<file path="src/rtl/la_pkg.sv">
// Shared LA32R definitions for the decode-stage branch resolver:
// opcode constants, reset PC and the branch-kind classification.
package la_pkg;

  localparam logic [31:0] RESET_PC = 32'h1c000000;

  localparam logic [5:0] OP_JIRL = 6'h13;
  localparam logic [5:0] OP_B    = 6'h14;
  localparam logic [5:0] OP_BL   = 6'h15;
  localparam logic [5:0] OP_BEQ  = 6'h16;
  localparam logic [5:0] OP_BNE  = 6'h17;
  localparam logic [5:0] OP_BLT  = 6'h18;
  localparam logic [5:0] OP_BGE  = 6'h19;
  localparam logic [5:0] OP_BLTU = 6'h1a;
  localparam logic [5:0] OP_BGEU = 6'h1b;

  typedef enum logic [3:0] {
    BK_NONE,
    BK_B,
    BK_BL,
    BK_JIRL,
    BK_EQ,
    BK_NE,
    BK_LT,
    BK_GE,
    BK_LTU,
    BK_GEU
  } br_kind_e;

  function automatic br_kind_e decode_kind(input logic [5:0] op);
    case (op)
      OP_JIRL: return BK_JIRL;
      OP_B:    return BK_B;
      OP_BL:   return BK_BL;
      OP_BEQ:  return BK_EQ;
      OP_BNE:  return BK_NE;
      OP_BLT:  return BK_LT;
      OP_BGE:  return BK_GE;
      OP_BLTU: return BK_LTU;
      OP_BGEU: return BK_GEU;
      default: return BK_NONE;
    endcase
  endfunction

endpackage

</file>
<file path="src/rtl/la_branch_decode.sv">
// Combinational LA32R control-transfer decode: classifies the instruction,
// evaluates its condition on rj/rd and forms the branch target.
module la_branch_decode
  import la_pkg::*;
(
  input  logic [31:0] inst,
  input  logic [31:0] pc,
  input  logic [31:0] rj_val,
  input  logic [31:0] rd_val,
  output br_kind_e    kind,
  output logic        taken_cond,
  output logic [31:0] target
);

  logic signed [31:0] offs16_sx;
  logic signed [31:0] offs26_sx;
  logic signed [31:0] rj_s;
  logic signed [31:0] rd_s;

  always_comb begin
    kind      = decode_kind(inst[31:26]);
    // Word offsets: shift by 2 first, then sign-extend from the new MSB.
    offs16_sx = {{14{inst[25]}}, inst[25:10], 2'b00};
    offs26_sx = {{4{inst[9]}}, inst[9:0], inst[25:10], 2'b00};
    rj_s      = rj_val;
    rd_s      = rd_val;

    taken_cond = 1'b0;
    target     = pc + $unsigned(offs16_sx);
    case (kind)
      BK_B, BK_BL: begin
        taken_cond = 1'b1;
        target     = pc + $unsigned(offs26_sx);
      end
      BK_JIRL: begin
        taken_cond = 1'b1;
        target     = rj_val + $unsigned(offs16_sx);
      end
      BK_EQ:   taken_cond = (rj_val == rd_val);
      BK_NE:   taken_cond = (rj_val != rd_val);
      BK_LT:   taken_cond = (rj_s < rd_s);
      BK_GE:   taken_cond = (rj_s >= rd_s);
      BK_LTU:  taken_cond = (rj_val < rd_val);
      BK_GEU:  taken_cond = (rj_val >= rd_val);
      default: taken_cond = 1'b0;
    endcase
  end

endmodule

</file>
<file path="src/rtl/id_branch_unit.sv">
// Decode-stage branch resolver: holds the decode register, resolves branches
// with zero-cycle latency, squashes the wrong-path slot and counts events.
module id_branch_unit #(
  parameter logic [31:0] RESET_PC = la_pkg::RESET_PC,
  parameter int          CNT_W    = 32
) (
  input  logic             clk,
  input  logic             reset,
  input  logic             fs_valid,
  input  logic [31:0]      fs_pc,
  input  logic [31:0]      fs_inst,
  output logic [4:0]       rf_raddr1,
  output logic [4:0]       rf_raddr2,
  input  logic [31:0]      rf_rdata1,
  input  logic [31:0]      rf_rdata2,
  output logic             br_taken,
  output logic [31:0]      br_target,
  output logic             ds_valid,
  output logic [31:0]      ds_pc,
  output logic [31:0]      ds_inst,
  output logic             link_we,
  output logic [4:0]       link_addr,
  output logic [31:0]      link_data,
  output logic [CNT_W-1:0] taken_cnt,
  output logic [CNT_W-1:0] squash_cnt
);
  import la_pkg::*;

  logic             id_valid_q, id_valid_d;
  logic [31:0]      id_pc_q, id_pc_d;
  logic [31:0]      id_inst_q, id_inst_d;
  logic [CNT_W-1:0] taken_cnt_q, taken_cnt_d;
  logic [CNT_W-1:0] squash_cnt_q, squash_cnt_d;

  br_kind_e    kind;
  logic        taken_cond;
  logic [31:0] dec_target;

  la_branch_decode u_decode (
    .inst       (id_inst_q),
    .pc         (id_pc_q),
    .rj_val     (rf_rdata1),
    .rd_val     (rf_rdata2),
    .kind       (kind),
    .taken_cond (taken_cond),
    .target     (dec_target)
  );

  // Stage boundary: decode register output, resolved combinationally.
  always_comb begin
    rf_raddr1 = id_inst_q[9:5];
    rf_raddr2 = id_inst_q[4:0];
    br_taken  = id_valid_q & taken_cond;
    br_target = br_taken ? dec_target : id_pc_q + 32'd4;
    ds_valid  = id_valid_q;
    ds_pc     = id_valid_q ? id_pc_q : RESET_PC;
    ds_inst   = id_inst_q;
    link_we   = id_valid_q & ((kind == BK_BL) | (kind == BK_JIRL));
    link_addr = (kind == BK_BL) ? 5'd1 : id_inst_q[4:0];
    link_data = ds_pc + 32'd4;
    taken_cnt  = taken_cnt_q;
    squash_cnt = squash_cnt_q;
  end

  // The instruction fetched behind a taken branch enters decode already dead.
  always_comb begin
    id_valid_d   = fs_valid & ~br_taken;
    id_pc_d      = fs_pc;
    id_inst_d    = fs_inst;
    taken_cnt_d  = taken_cnt_q + CNT_W'(br_taken);
    squash_cnt_d = squash_cnt_q + CNT_W'(fs_valid & br_taken);
  end

  always_ff @(posedge clk) begin
    if (reset) begin
      id_valid_q   <= 1'b0;
      id_pc_q      <= RESET_PC;
      id_inst_q    <= 32'd0;
      taken_cnt_q  <= '0;
      squash_cnt_q <= '0;
    end else begin
      id_valid_q   <= id_valid_d;
      id_pc_q      <= id_pc_d;
      id_inst_q    <= id_inst_d;
      taken_cnt_q  <= taken_cnt_d;
      squash_cnt_q <= squash_cnt_d;
    end
  end

endmodule

</file>
<file path="config.mk">
export PLATFORM = sky130hd
export DESIGN_NAME = id_branch_unit
export DESIGN_NICKNAME = d
export VERILOG_FILES = /design/src/rtl/la_pkg.sv /design/src/rtl/la_branch_decode.sv /design/src/rtl/id_branch_unit.sv
export SDC_FILE = /design/constraint.sdc
export NUM_CORES = 1
export LEC_CHECK = 0
export BUFFER_PORTS_ARGS = -buffer_cell sky130_fd_sc_hd__buf_2
export CORE_AREA = 2 2 142 144
export DETAILED_ROUTE_END_ITERATION = 10
export DIE_AREA = 0 0 144 146
export PLACE_DENSITY = 0.87
export SLEW_MARGIN = 30
export SYNTH_ARGS = -nofsm -noshare
export SYNTH_HDL_FRONTEND = slang
export SYNTH_SLANG_ARGS = --single-unit
export TNS_END_PERCENT = 30
</file>
<file path="constraint.sdc">
create_clock -name clk -period 15.6 [get_ports clk]
set_clock_uncertainty 0.15 [all_clocks]
set_input_delay 3.9 -clock clk [delete_from_list [all_inputs] [get_ports clk]]
set_output_delay 3.9 -clock clk [all_outputs]
set_load 0.02 [all_outputs]
</file>
# Word level (Yosys, flattened, before mapping)
# Memories as Yosys holds them, arrays and structs flattened. A register that Yosys moved wholly into a read port is not among the register bits.
# Index checks and enable logic that the tools add are counted.
dict set report word_totals {
  mem_count 1
  ff_bits 129
  out_inout_bits 210
  rom_bits 128
}
# memory words word_bits read_ports rd_ports_with_merged_regs write_ports line
set memory_table {}
lappend memory_table {{(no name shown)} 32 4 1 1 0 la_pkg.sv:31} ;# case (op)
dict set report op_classes {
  addsub 7
  eq_ne 11
  n_bitwise 6
  magnitude_cmp 4
  n_reduce_logical 2
  mux 7
}
# cell n
set ops {}
lappend ops {{32-bit adder} 3}
lappend ops {{32-bit by 1-bit adder with 32-bit output} 2}
lappend ops {{32-bit by 3-bit adder with 32-bit output, second input constant} 2}
lappend ops {{32-bit greater-or-equal comparator} 2}
lappend ops {{32-bit less-than comparator} 2}
lappend ops {{32-bit 2-to-1 mux} 2}
lappend ops {{32-bit one-hot mux with 2 select lines} 1}
lappend ops {{32-bit equality test} 1}
lappend ops {{32-bit inequality test} 1}
lappend ops {{4-bit by 3-bit equality test with 1-bit output, second input constant} 4}
lappend ops {{5-bit 2-to-1 mux} 2}
lappend ops {{4-bit by 2-bit equality test with 1-bit output, second input constant} 2}
lappend ops {{4-bit equality test, second input constant} 2}
lappend ops {{1-bit one-hot mux with 7 select lines} 1}
lappend ops {{1-bit AND} 4}
lappend ops {{4-bit by 1-bit equality test with 1-bit output, second input constant} 1}
lappend ops {{4-bit 2-to-1 mux} 1}
lappend ops {{3-bit OR reduction} 1}
lappend ops {{2-bit OR reduction} 1}
lappend ops {{1-bit NOT} 1}
lappend ops {{1-bit bitwise OR} 1}

# Longest topological paths before layout
# Gate-level depths: netlist (run 1).
dict set report depth {
  ltp_word 7
  depth_mapped 22
  mapped_depth_nobuf 20
}

# Hierarchy
# Synthesis (run 1) repeated with hierarchy kept, for this count alone.
dict set report hier_totals {
  cells_unflattened 1439
  hier_area_um2 11270.8
}
# module area_per_inst_um2 cells_per_inst n_inst
set modules_own_cells {}
lappend modules_own_cells {id_branch_unit 6658.9 816 1}
lappend modules_own_cells {la_branch_decode 4611.9 623 1}

# Worst setup path before layout (run 1)
# No wires, ideal clock.
dict set report synth_timing {
  kind {input to output}
  start {in rf_rdata1[7]}
  end {out br_target[28]}
  path_slack_ps 4963
  required_time_ps 11550
  arrival_ps 6587
  stages 11
  path_cell_list {mux2_2 ha_1 a21o_1 a211o_1 o211ai_1 a21boi_1 o311a_1 or3_1 xor2_1 mux2i_1 mux2i_1}
}
dict set report synth_via {
  elab_chain_len 4
  word_cells_on_any_way 11
  cone_classes {add/sub (1); order compare (4); eq/ne (2); mux (3); bitwise (1)}
}
# element line
set synth_lines {}
lappend synth_lines {{start: declaration} id_branch_unit.sv:14} ;# input logic [31:0] rf_rdata1,
lappend synth_lines {{32-bit greater-or-equal comparator, or another cell as far along} la_branch_decode.sv:44} ;# BK_GEU: taken_cond = (rj_val >= rd_val);
lappend synth_lines {{1-bit one-hot mux with 7 select lines} la_branch_decode.sv:30} ;# case (kind)
lappend synth_lines {{1-bit AND} id_branch_unit.sv:53} ;# br_taken = id_valid_q & taken_cond;
lappend synth_lines {{32-bit 2-to-1 mux *} id_branch_unit.sv:54} ;# br_target = br_taken ? dec_target : id_pc_q + 32'd4;
lappend synth_lines {{end: declaration} id_branch_unit.sv:17} ;# output logic [31:0] br_target,
# Mark *: on every way between the ends. The rest lies on a longest branch, timed or not.

# Final worst setup path (run 1)
dict set report layout_timing {
  start {in rf_rdata1[14]}
  end {out br_target[31]}
}
# The elaborated chain is that of the path after synthesis.

==> results of run 1 <==
-- Yosys cell counts, drive strengths merged, types with 8 or more instances --
master / count
a21oi: 88
ha: 99
nand2: 111
a31oi: 8
or3: 28
inv: 59
nand2b: 10
o211ai: 11
o21ai: 76
xor2: 74
clkbuf: 40
mux2i: 35
nor3: 20
and3: 23
xnor2: 66
dfxtp: 133
nor2: 113
nor2b: 80
nand4: 34
a211oi: 10
mux2: 34
and2: 38
nand3: 55
a21o: 20
buf: 22
-- registers in the layout, indices dropped and copies added, names as in the netlist, named ones only --
| name | cells |
|---|---|
| ds_valid | 1 |
| ds_inst | 32 |
| squash_cnt | 32 |
| id_pc_q | 32 |
| taken_cnt | 32 |
-- per-stage QoR --
| step | setup WS (ns) | total power (µW) | area (µm²) | std cells | hold slack [ns] |
|---|---|---|---|---|---|
| after floorplan | 4.96 | 526 | 10900 | 1372 | 0.416 |
| after global placement | 4.08 | 597 | 12700 | 1921 | 0.327 |
| after detailed placement | 3.98 | 601 | 12700 | 1921 | 0.341 |
| after CTS | 3.96 | 1020 | 13300 | 1953 | 0.353 |
| after global routing | 3.87 | 1060 | 13300 | 1954 | 0.384 |
| final | 3.91 | 1020 | 13300 | 1955 | 0.355 |
-- worst min-delay path, cell delays in order (launching register included) --
cell and delay [ns]:
dfxtp_1 0.33, o21ai_0 0.07, a21oi_1 0.06
-- placed cells by master, fill, tap and decap left out, types with 54 or more instances in the layout --
cell and n:
nor2_1 113, o21ai_0 72, nor2b_1 80, inv_1 59, ha_1 99, nand3_1 54
dfxtp_1 133, a21oi_1 86, xor2_1 74, nand2_1 111, buf_2 339, xnor2_1 66
-- path summary, 6_finish.rpt --
kind	start	end	slack (ns)	depth (start not counted)
min reg2reg	squash_cnt[30]	squash_cnt[30]	0.36	2
min	squash_cnt[30]	squash_cnt[30]	0.36	2
max	rf_rdata1[14]	br_target[31]	3.91	13
max reg2reg	ds_valid	squash_cnt[26]	11.64	13
-- per-layer routing --
layer	part of all wire [%]	global-route usage [%]	wire [µm]	vias up
met5	0.15	0	52	-
met4	3.6	12.5	1260	8
met3	11	9.97	4040	101
met2	45	52.0	16100	627
met1	40	40.8	14100	5275
li1	-	-	-	5425
-- final cells by class --
cell class | count | area [µm²]
multi-input combinational | 1118 | 7720
fill | 1625 | 6020
sequential | 133 | 2660
timing repair buffer | 347 | 1770
clock buffer | 19 | 453
tap | 265 | 332
inverter | 59 | 221
clock inverter | 13 | 159
antenna | 1 | 2.50
-- power groups by stage --
stage	combinational (µW)	clock (µW)	sequential (µW)
after floorplan	155	0	371
after global placement	221	0	376
after detailed placement	225	0	376
after CTS	227	426	369
after global routing	251	442	370
final	232	420	370
-- cells by family (layout without fill, tap and decap cells) --
| family | after synthesis | count (layout) | synth area share [%] |
|---|---|---|---|
| other | 0 | 1 | 0 |
| muxes | 69 | 69 | 6.78 |
| xor gates and xnor gates | 140 | 140 | 11.2 |
| adders and majority gates | 101 | 101 | 11.7 |
| DFF | 133 | 133 | 24.4 |
| and+or+nand+nor | 540 | 540 | 25.6 |
| AOI/OAI and AO/OA | 268 | 268 | 15.4 |
| buffers and inverters | 121 | 438 | 4.94 |
==> impl_metrics.csv, run 1 <==
group,metric,value,unit
yosys,synth-async-reset-ratio,0,%
hold_path,hold_class,"reg -> reg",
placed_design,gp_congestion,1.03,
drt,first_pass_iters,8,
yosys,ys_warn_count,0,
floorplanning,initial_utilization,56.5,%
timing,slew_headroom,46.4,%
worst_setup_path,cp_top_family,"compound AO/OA/AOI/OAI gates",
cts,clock_sinks,133,
timing,fin_crit,11.69,ns
timing,rsz0062_at_grt,"no",
yosys,syn_area,10900,µm²
yosys,syn-num-nets,1604,
grt,grt_pass1_vias,10500,
power_and_ir_drop,clkPwrFrac,41.1,%
timing,drv_slew,0,
worst_setup_path,crit_fanout,31,
power_and_ir_drop,p_int,694,µW
job,cap_violations,0,
power_and_ir_drop,switching_share,32.1,%
yosys,synth.avg_cell_area,7.96,µm²
worst_setup_path,path_cells,"buf_2 -> ha_1 -> nand4_1 -> nor4_1 -> a21bo_2 -> o211ai_1 -> a211o_2 -> xor2_1 -> mux2i_1 -> o32ai_4 -> buf_4 -> mux2_4 -> buf_2",
cts,cts_tree,"yes",
worst_setup_path,cpPeakStageDelay,0.61,ns
cells_and_area,final_layout_size_suffix_gt1_share,25.6,%
timing,post-route-period-util,74.9,%
floorplanning,die-area,21000,µm²
worst_setup_path,cp_data_arrival_time,7.64,ns
cells_and_area,fin_util,68.9,%
floorplanning,num_rows,51,
timing,worst_slew_pin_slew,0.802,ns
yosys,synth_top_area_cell,"dfxtp_1",
floorplanning,core-area,19300,µm²
timing,fmax,85.6,MHz
timing,setup-tns-final,0,ns
worst_setup_path,critPathSlowestCell,"nor4_1",
drt,drc,0,
drt,via_per_inst,5.85,
yosys,synthTopCellsByArea,"dfxtp_1, ha_1, xor2_1",
power_and_ir_drop,leakage,0.00641,µW
yosys,synth_cells,1372,
power_and_ir_drop,p_per_area,76.7,nW/µm²
drt,route.antenna.remaining_nets,0,
grt,grt_pass1_wl,54.3,mm
cts,clk_latency,0.42,ns
power_and_ir_drop,p_switching,327,µW
worst_setup_path,start_kind,"input pin",
cells_and_area,syn_to_final_growth,22.0,%
timing,hold_viol,0,
placed_design,io_buffers,340,
yosys,ys_ff_latch,133,
yosys,synthFlopType,"dfxtp_1",
yosys,netlist.area_leader.share,24.4,%
cts,ctsHoldBuffers,0,
worst_setup_path,required,11.55,ns
power_and_ir_drop,vdd_ir_drop_max,0.0000682,V
power_and_ir_drop,comb_power_share,22.7,%
timing,setup-violations-final,0,
drt,drt_iter0_drc,960,
grt,gr-total-overflow,0,
drt,vias,11400,
cells_and_area,nNetsFinal,1908,
grt,grt_max_degree,96,
yosys,ys_types,75,
cts,cts_root_buf,"clkbuf_16",
drt,wire_per_inst,18.2,µm
outcome,status,"completed",
worst_setup_path,path_class,"in -> out",
floorplanning,die_h,146,µm
grt,antenna_found_initial,5,
drt,totalWireLength,35.6,mm
placed_design,post-dp-hpwl,27.6,mm
worst_setup_path,end_kind,"output port",
floorplanning,ios,341,
cts,cts_buffer_depth,2,
cts,htreeDepth,4,
cts,cts_setup_buffers,0,
worst_setup_path,cpMostUsedCell,"buf_2",
cts,cts-buffers-inserted,17,
floorplanning,die_w,144,µm
cts,clkTransAtPathRegs,0.06,ns
worst_setup_path,cp.buffers_inverters,3,
grt,grt_util_all_layers,32.5,%
cts,ctsResizeCount,0,
yosys,synth_edf_count,0,
yosys,seq_area_frac_synth,24.4,%
power_and_ir_drop,seqPwrFrac,36.2,%
Note: power is estimated with default switching activity, not from simulation.
==> inputs of run 2 (changes only) <==
--- a/config.mk
+++ b/config.mk
@@ -6,10 +6,10 @@
 export NUM_CORES = 1
 export LEC_CHECK = 0
 export BUFFER_PORTS_ARGS = -buffer_cell sky130_fd_sc_hd__buf_2
-export CORE_AREA = 2 2 142 144
+export CORE_AREA = 2 2 147 149
 export DETAILED_ROUTE_END_ITERATION = 10
-export DIE_AREA = 0 0 144 146
-export PLACE_DENSITY = 0.87
+export DIE_AREA = 0 0 149 151
+export PLACE_DENSITY = 0.81
 export SLEW_MARGIN = 30
 export SYNTH_ARGS = -nofsm -noshare
 export SYNTH_HDL_FRONTEND = slang
==> constraint.sdc (replaced) <==
create_clock -name clk -period 11.9 [get_ports clk]
set_clock_uncertainty 0.15 [all_clocks]
set_input_delay 2.975 -clock clk [delete_from_list [all_inputs] [get_ports clk]]
set_output_delay 2.975 -clock clk [all_outputs]
set_load 0.02 [all_outputs]
==> run 2 against run 1 <==
  * Setup slack got worse by 2.0 ns
  * Hold slack improved by 0.0049 ns
  * Register-to-register slack got worse by 3.9 ns
  * Non-clock buffer count fell by 1
  * Cell count rose by 0.56%
  * Critical path depth did not move
  * Utilization fell by 5.0 points
  * Routed wire length barely moved
==> impl_metrics.csv, run 2 (same netlist as run 1, synthesis figures left out) <==
group,metric,value,unit
grt,antenna_found_initial,2,
cts,cts_setup_buffers,0,
job,cap_violations,0,
worst_setup_path,critPathSlowestCell,"nor4_1",
cts,ctsResizeCount,0,
power_and_ir_drop,p_switching,433,µW
worst_setup_path,cpMostUsedCell,"buf_2",
worst_setup_path,r2r_cells,13,
drt,totalWireLength,35.6,mm
worst_setup_path,cp.buffers_inverters,3,
grt,grt_pass1_vias,10200,
cells_and_area,final_common_cell,"buf_2",
timing,hold_viol,0,
cts,cts-buffers-inserted,17,
timing,slew_headroom,28.3,%
grt,grt_max_degree,88,
floorplanning,die_h,151,µm
worst_setup_path,start_kind,"input pin",
cts,cts_tree,"yes",
placed_design,io_buffers,340,
worst_setup_path,crit_fanout,17,
timing,fmax,100,MHz
worst_setup_path,cp_data_arrival_time,6.88,ns
worst_setup_path,cp_top_family,"compound AO/OA/AOI/OAI gates",
drt,vias,11200,
worst_setup_path,required,8.78,ns
drt,wire_per_inst,18.1,µm
placed_design,gp_congestion,0.976,
cells_and_area,syn_to_final_growth,21.8,%
placed_design,post-dp-hpwl,28.0,mm
floorplanning,initial_utilization,52.4,%
power_and_ir_drop,vdd_ir_drop_max,0.0000944,V
floorplanning,ios,341,
worst_setup_path,path_class,"in -> out",
worst_setup_path,path_cells,"buf_2 -> ha_1 -> nand4_1 -> nor4_1 -> a21bo_2 -> o211ai_1 -> a211o_2 -> nor2_1 -> o221a_2 -> o32ai_4 -> buf_4 -> mux2_4 -> buf_2",
cells_and_area,layout_common_cells,"buf_2, dfxtp_1, nor2_1",
cells_and_area,final_layout_size_suffix_gt1_share,25.5,%
cts,htreeDepth,4,
drt,first_pass_iters,6,
grt,grt_util_all_layers,30.4,%
power_and_ir_drop,p_int,897,µW
power_and_ir_drop,switching_share,32.5,%
power_and_ir_drop,leakage,0.00639,µW
placed_design,place_inst,1931,
drt,drt_iter0_drc,734,
worst_setup_path,r2r_slack,7.76,ns
timing,worst_slew_pin_slew,1.07,ns
cells_and_area,nNetsFinal,1907,
cts,cts_root_buf,"clkbuf_16",
cells_and_area,final_area,13300,µm²
hold_path,hold_class,"reg -> reg",
timing,rsz0062_at_grt,"no",
floorplanning,core-area,20800,µm²
grt,gr-total-overflow,0,
timing,setup-tns-final,0,ns
timing,fin_crit,10.00,ns
worst_setup_path,timing.rr.end,"squash_cnt[30]",
worst_setup_path,cpPeakStageDelay,0.89,ns
worst_setup_path,reg2reg_from,"ds_valid",
power_and_ir_drop,comb_power_share,22.5,%
cts,clkTransAtPathRegs,0.06,ns
outcome,status,"completed",
cells_and_area,layout.cells.non_filler,1966,
floorplanning,die_w,149,µm
floorplanning,die-area,22500,µm²
timing,post-route-period-util,84.1,%
hold_path,hold_end,"squash_cnt[17]",
power_and_ir_drop,p_per_area,100,nW/µm²
cts,cts_buffer_depth,2,
timing,drv_slew,0,
floorplanning,num_rows,53,
drt,drc,0,
cts,clock_sinks,133,
grt,grt_pass1_wl,53.6,mm
drt,via_per_inst,5.71,
worst_setup_path,end_kind,"output port",
placed_design,postPlaceCellArea,12700,µm²
cts,clk_latency,0.42,ns
hold_path,hold-path-cell-count,2,
power_and_ir_drop,clkPwrFrac,41.0,%
hold_path,hold_start,"squash_cnt[17]",
drt,route.antenna.remaining_nets,0,
timing,setup-violations-final,0,
power_and_ir_drop,seqPwrFrac,36.5,%
cts,ctsHoldBuffers,0,
run 2: changes by cell type in the layout (fill, tap and decap cells not counted), sizes merged:
cell      delta
buf          -1
clkbuf       -1
clkinv       +2
clkinvlp     -1
diode        +2
run 2: worst min-delay path, stage by stage, from the launching register on:
cell and delay, ns:
dfxtp_1 0.33, o21ai_0 0.08, a21oi_1 0.06
run 2: worst max path at each step:
stage	from	endpoint	slack [ns]	depth (start not counted)
finish	rf_rdata1[14]	br_target[31]	1.90	13
CTS	rf_rdata1[14]	br_target[31]	1.98	13
global placement	rf_rdata1[14]	br_target[31]	1.58	13
detailed placement	rf_rdata1[14]	br_target[31]	2.00	13
global route	rf_rdata2[14]	br_target[31]	1.92	14
floorplan	rf_rdata1[7]	br_target[28]	3.11	11
run 2: area by class of cell:
type                            instances  area [µm²]
Multi-Input combinational cell       1118        7720
Tap cell                              275         344
Clock inverter                         14         165
Timing Repair Buffer                  346        1750
Clock buffer                           18         429
Antenna cell                            3        7.51
Sequential cell                       133        2660
Fill cell                            1850        7520
Inverter                               59         221
run 2: power groups by stage:
| stage | registers [µW] | clock network, µW | logic (µW) |
|---|---|---|---|
| 2_1_floorplan | 486 | 0 | 203 |
| 3_3_place_gp | 494 | 0 | 290 |
| 3_5_place_dp | 494 | 0 | 294 |
| 4_1_cts | 484 | 555 | 295 |
| 5_1_grt | 486 | 573 | 326 |
| 6_report | 485 | 545 | 300 |
run 2: stage by stage:
step / hold WS (ns) / worst slack, ns / util (%) / power (µW)
after floorplan: 0.416 / 3.11 / - / 690
after global placement: 0.333 / 1.58 / 60.9 / 783
after detailed placement: 0.342 / 2.00 / 61.0 / 787
after CTS: 0.357 / 1.98 / 63.8 / 1330
after global routing: 0.372 / 1.92 / 63.8 / 1380
final: 0.360 / 1.90 / 63.9 / 1330
run 2: layer usage:
metal / up-vias / part of all wire, % / global-route usage (%)
li1: 5430 / - / -
met1: 5158 / 43 / 41.0
met2: 567 / 45 / 48.2
met3: 67 / 10 / 7.02
met4: 0 / 2.8 / 9.76
met5: - / 0 / 0
==> inputs of run 3 (changes only) <==
==> constraint.sdc (replaced) <==
create_clock -name clk -period 9.7 [get_ports clk]
set_clock_uncertainty 0.15 [all_clocks]
set_input_delay 2.425 -clock clk [delete_from_list [all_inputs] [get_ports clk]]
set_output_delay 2.425 -clock clk [all_outputs]
set_load 0.02 [all_outputs]
==> run 3 against run 2 <==
  * Routed wire length up 0.83%
  * Combinational power up 23%
  * Largest power group unchanged
  * Global-route usage up 0.53 points
  * Critical endpoint unchanged
  * Non-clock buffer count unchanged
==> impl_metrics.csv, run 3 (same netlist as run 1, synthesis figures left out) <==
group,metric,value,unit
worst_setup_path,r2r_slack,5.81,ns
power_and_ir_drop,comb_power_share,23.3,%
worst_setup_path,cp_data_arrival_time,6.27,ns
floorplanning,ios,341,
hold_path,hold_class,"reg -> reg",
cells_and_area,multi_input_area,7720,µm²
cts,cts_tree,"yes",
worst_setup_path,end_kind,"output port",
grt,grt_pass1_vias,10400,
drt,first_pass_iters,5,
cells_and_area,final_common_cell,"buf_2",
cts,htreeDepth,4,
cells_and_area,ff_latch_area,2660,µm²
timing,setup-tns-final,0,ns
worst_setup_path,path_class,"in -> out",
worst_setup_path,required,7.13,ns
timing,fin_crit,8.84,ns
floorplanning,core-area,20800,µm²
worst_setup_path,crit_cells,13,
timing,fmax,113,MHz
floorplanning,die_w,149,µm
cells_and_area,final_layout_size_suffix_gt1_share,25.6,%
hold_path,hold_start,"squash_cnt[6]",
grt,antenna_found_initial,4,
floorplanning,die-area,22500,µm²
worst_setup_path,start_kind,"input pin",
hold_path,hold-path-cell-count,2,
drt,drt_iter0_drc,721,
power_and_ir_drop,p_per_area,120,nW/µm²
worst_setup_path,reg2reg_from,"ds_valid",
placed_design,place_ws,0.751,ns
drt,route.antenna.remaining_nets,0,
hold_path,hold_end,"squash_cnt[6]",
worst_setup_path,cp_top_family,"compound AO/OA/AOI/OAI gates",
grt,grt_util_all_layers,30.9,%
floorplanning,num_rows,53,
power_and_ir_drop,switching_share,33.7,%
drt,drc,0,
worst_setup_path,r2r_cells,13,
placed_design,post-dp-hpwl,28.1,mm
timing,post-route-period-util,91.2,%
timing,rsz0062_at_grt,"no",
placed_design,io_buffers,340,
timing,worst_slew_pin_slew,0.982,ns
power_and_ir_drop,leakage,0.00638,µW
worst_setup_path,cpMostUsedCell,"buf_2",
worst_setup_path,crit_fanout,31,
placed_design,gp_congestion,0.995,
power_and_ir_drop,vdd_ir_drop_max,0.000113,V
grt,grt_pass1_wl,54.6,mm
timing,setup-violations-final,0,
grt,met2_usage,48.8,%
grt,gr-total-overflow,0,
cts,ctsResizeCount,0,
grt,use_met1,40.6,%
cts,cts_setup_buffers,0,
cts,cts_root_buf,"clkbuf_16",
timing,drv_slew,0,
drt,wire_per_inst,18.2,µm
power_and_ir_drop,seqPwrFrac,37.5,%
outcome,status,"completed",
worst_setup_path,cp.buffers_inverters,3,
worst_setup_path,path_cells,"buf_2 -> ha_1 -> nand4_1 -> nor4_2 -> a21bo_2 -> o211ai_1 -> a211o_2 -> xor2_1 -> mux2i_1 -> o32ai_4 -> buf_4 -> mux2_4 -> buf_2",
grt,busiest_layer,"met2",
floorplanning,die_h,151,µm
power_and_ir_drop,p_switching,534,µW
cells_and_area,fin_util,63.8,%
cells_and_area,layout_common_cells,"buf_2, dfxtp_1, nor2_1",
power_and_ir_drop,p_int,1050,µW
cts,cts_buffer_depth,2,
grt,grt_max_degree,94,
grt,grt_use_met3,8.25,%
power_and_ir_drop,power,1590,µW
drt,vias,11200,
timing,hold_viol,0,
drt,via_per_inst,5.70,
worst_setup_path,cpPeakStageDelay,0.63,ns
worst_setup_path,critPathSlowestCell,"nor4_2",
cts,clkTransAtPathRegs,0.06,ns
cts,cts-buffers-inserted,17,
timing,finalWorstSetupSlack,0.858,ns
power_and_ir_drop,clkPwrFrac,39.2,%
cts,ctsHoldBuffers,0,
cts,clk_latency,0.42,ns
floorplanning,initial_utilization,52.4,%
timing,slew_headroom,34.5,%
cts,clock_sinks,133,
cells_and_area,nNetsFinal,1907,
cells_and_area,syn_to_final_growth,21.6,%
drt,totalWireLength,35.9,mm
job,cap_violations,0,
worst_setup_path,timing.rr.end,"squash_cnt[26]",
cells_and_area,fill_cells,1839,
-- run 3: cell count changes in the layout (fill, tap and decap cells not counted), sizes merged --
cell and delta:
clkinvlp +1, inv +3, diode +2, clkbuf -1
bufinv -2, clkinv -1
-- run 3: area by class of cell --
class	instances	area share [%]
tap	275	2.59
timing repair buffer	346	13.2
sequential	133	20.1
clock buffer	17	3.20
inverter	59	1.67
clock inverter	15	1.02
multi-input combinational	1118	58.2
antenna	5	0.0943
-- run 3: worst reg2reg max path, stage by stage (launching register included) --
cell	delay, ns
dfxtp_1	0.49
buf_4	0.46
nand4b_1	0.23
o32ai_4	0.37
and2_1	0.22
ha_1	0.16
ha_1	0.22
nand2_1	0.11
nor2_1	0.33
nand2_1	0.17
nor2_1	0.16
nand4_1	0.24
or3_1	0.38
a21oi_1	0.14
-- run 3: worst max-delay path by stage --
stage	end	slack (ns)	from
2_1_floorplan	br_target[28]	2.01	rf_rdata1[7]
3_3_place_gp	br_target[3]	0.78	rf_rdata1[14]
3_5_place_dp	br_target[31]	0.75	rf_rdata1[14]
4_1_cts	br_target[31]	0.72	rf_rdata1[14]
5_1_grt	br_target[31]	0.78	rf_rdata1[14]
6_report	br_target[31]	0.86	rf_rdata1[14]
-- run 3: layer usage --
layer / share of wire, % / vias to the layer above
met5: 0 / -
met4: 3.3 / 0
met3: 10 / 77
met2: 45 / 541
met1: 42 / 5169
li1: - / 5438
-- run 3: power groups by stage --
stage / clock network (µW) / registers, µW / logic, µW
detailed placement: 0 / 606 / 362
global route: 657 / 596 / 402
floorplan: 0 / 597 / 249
global placement: 0 / 605 / 358
CTS: 637 / 593 / 364
finish: 622 / 595 / 370
-- run 3: through the flow --
stage	std cells	hold WS (ns)	area (µm²)
after floorplan	1372	0.416	10900
after global placement	1931	0.329	12700
after detailed placement	1931	0.336	12700
after CTS	1963	0.348	13300
after global routing	1966	0.384	13300
final	1968	0.350	13300
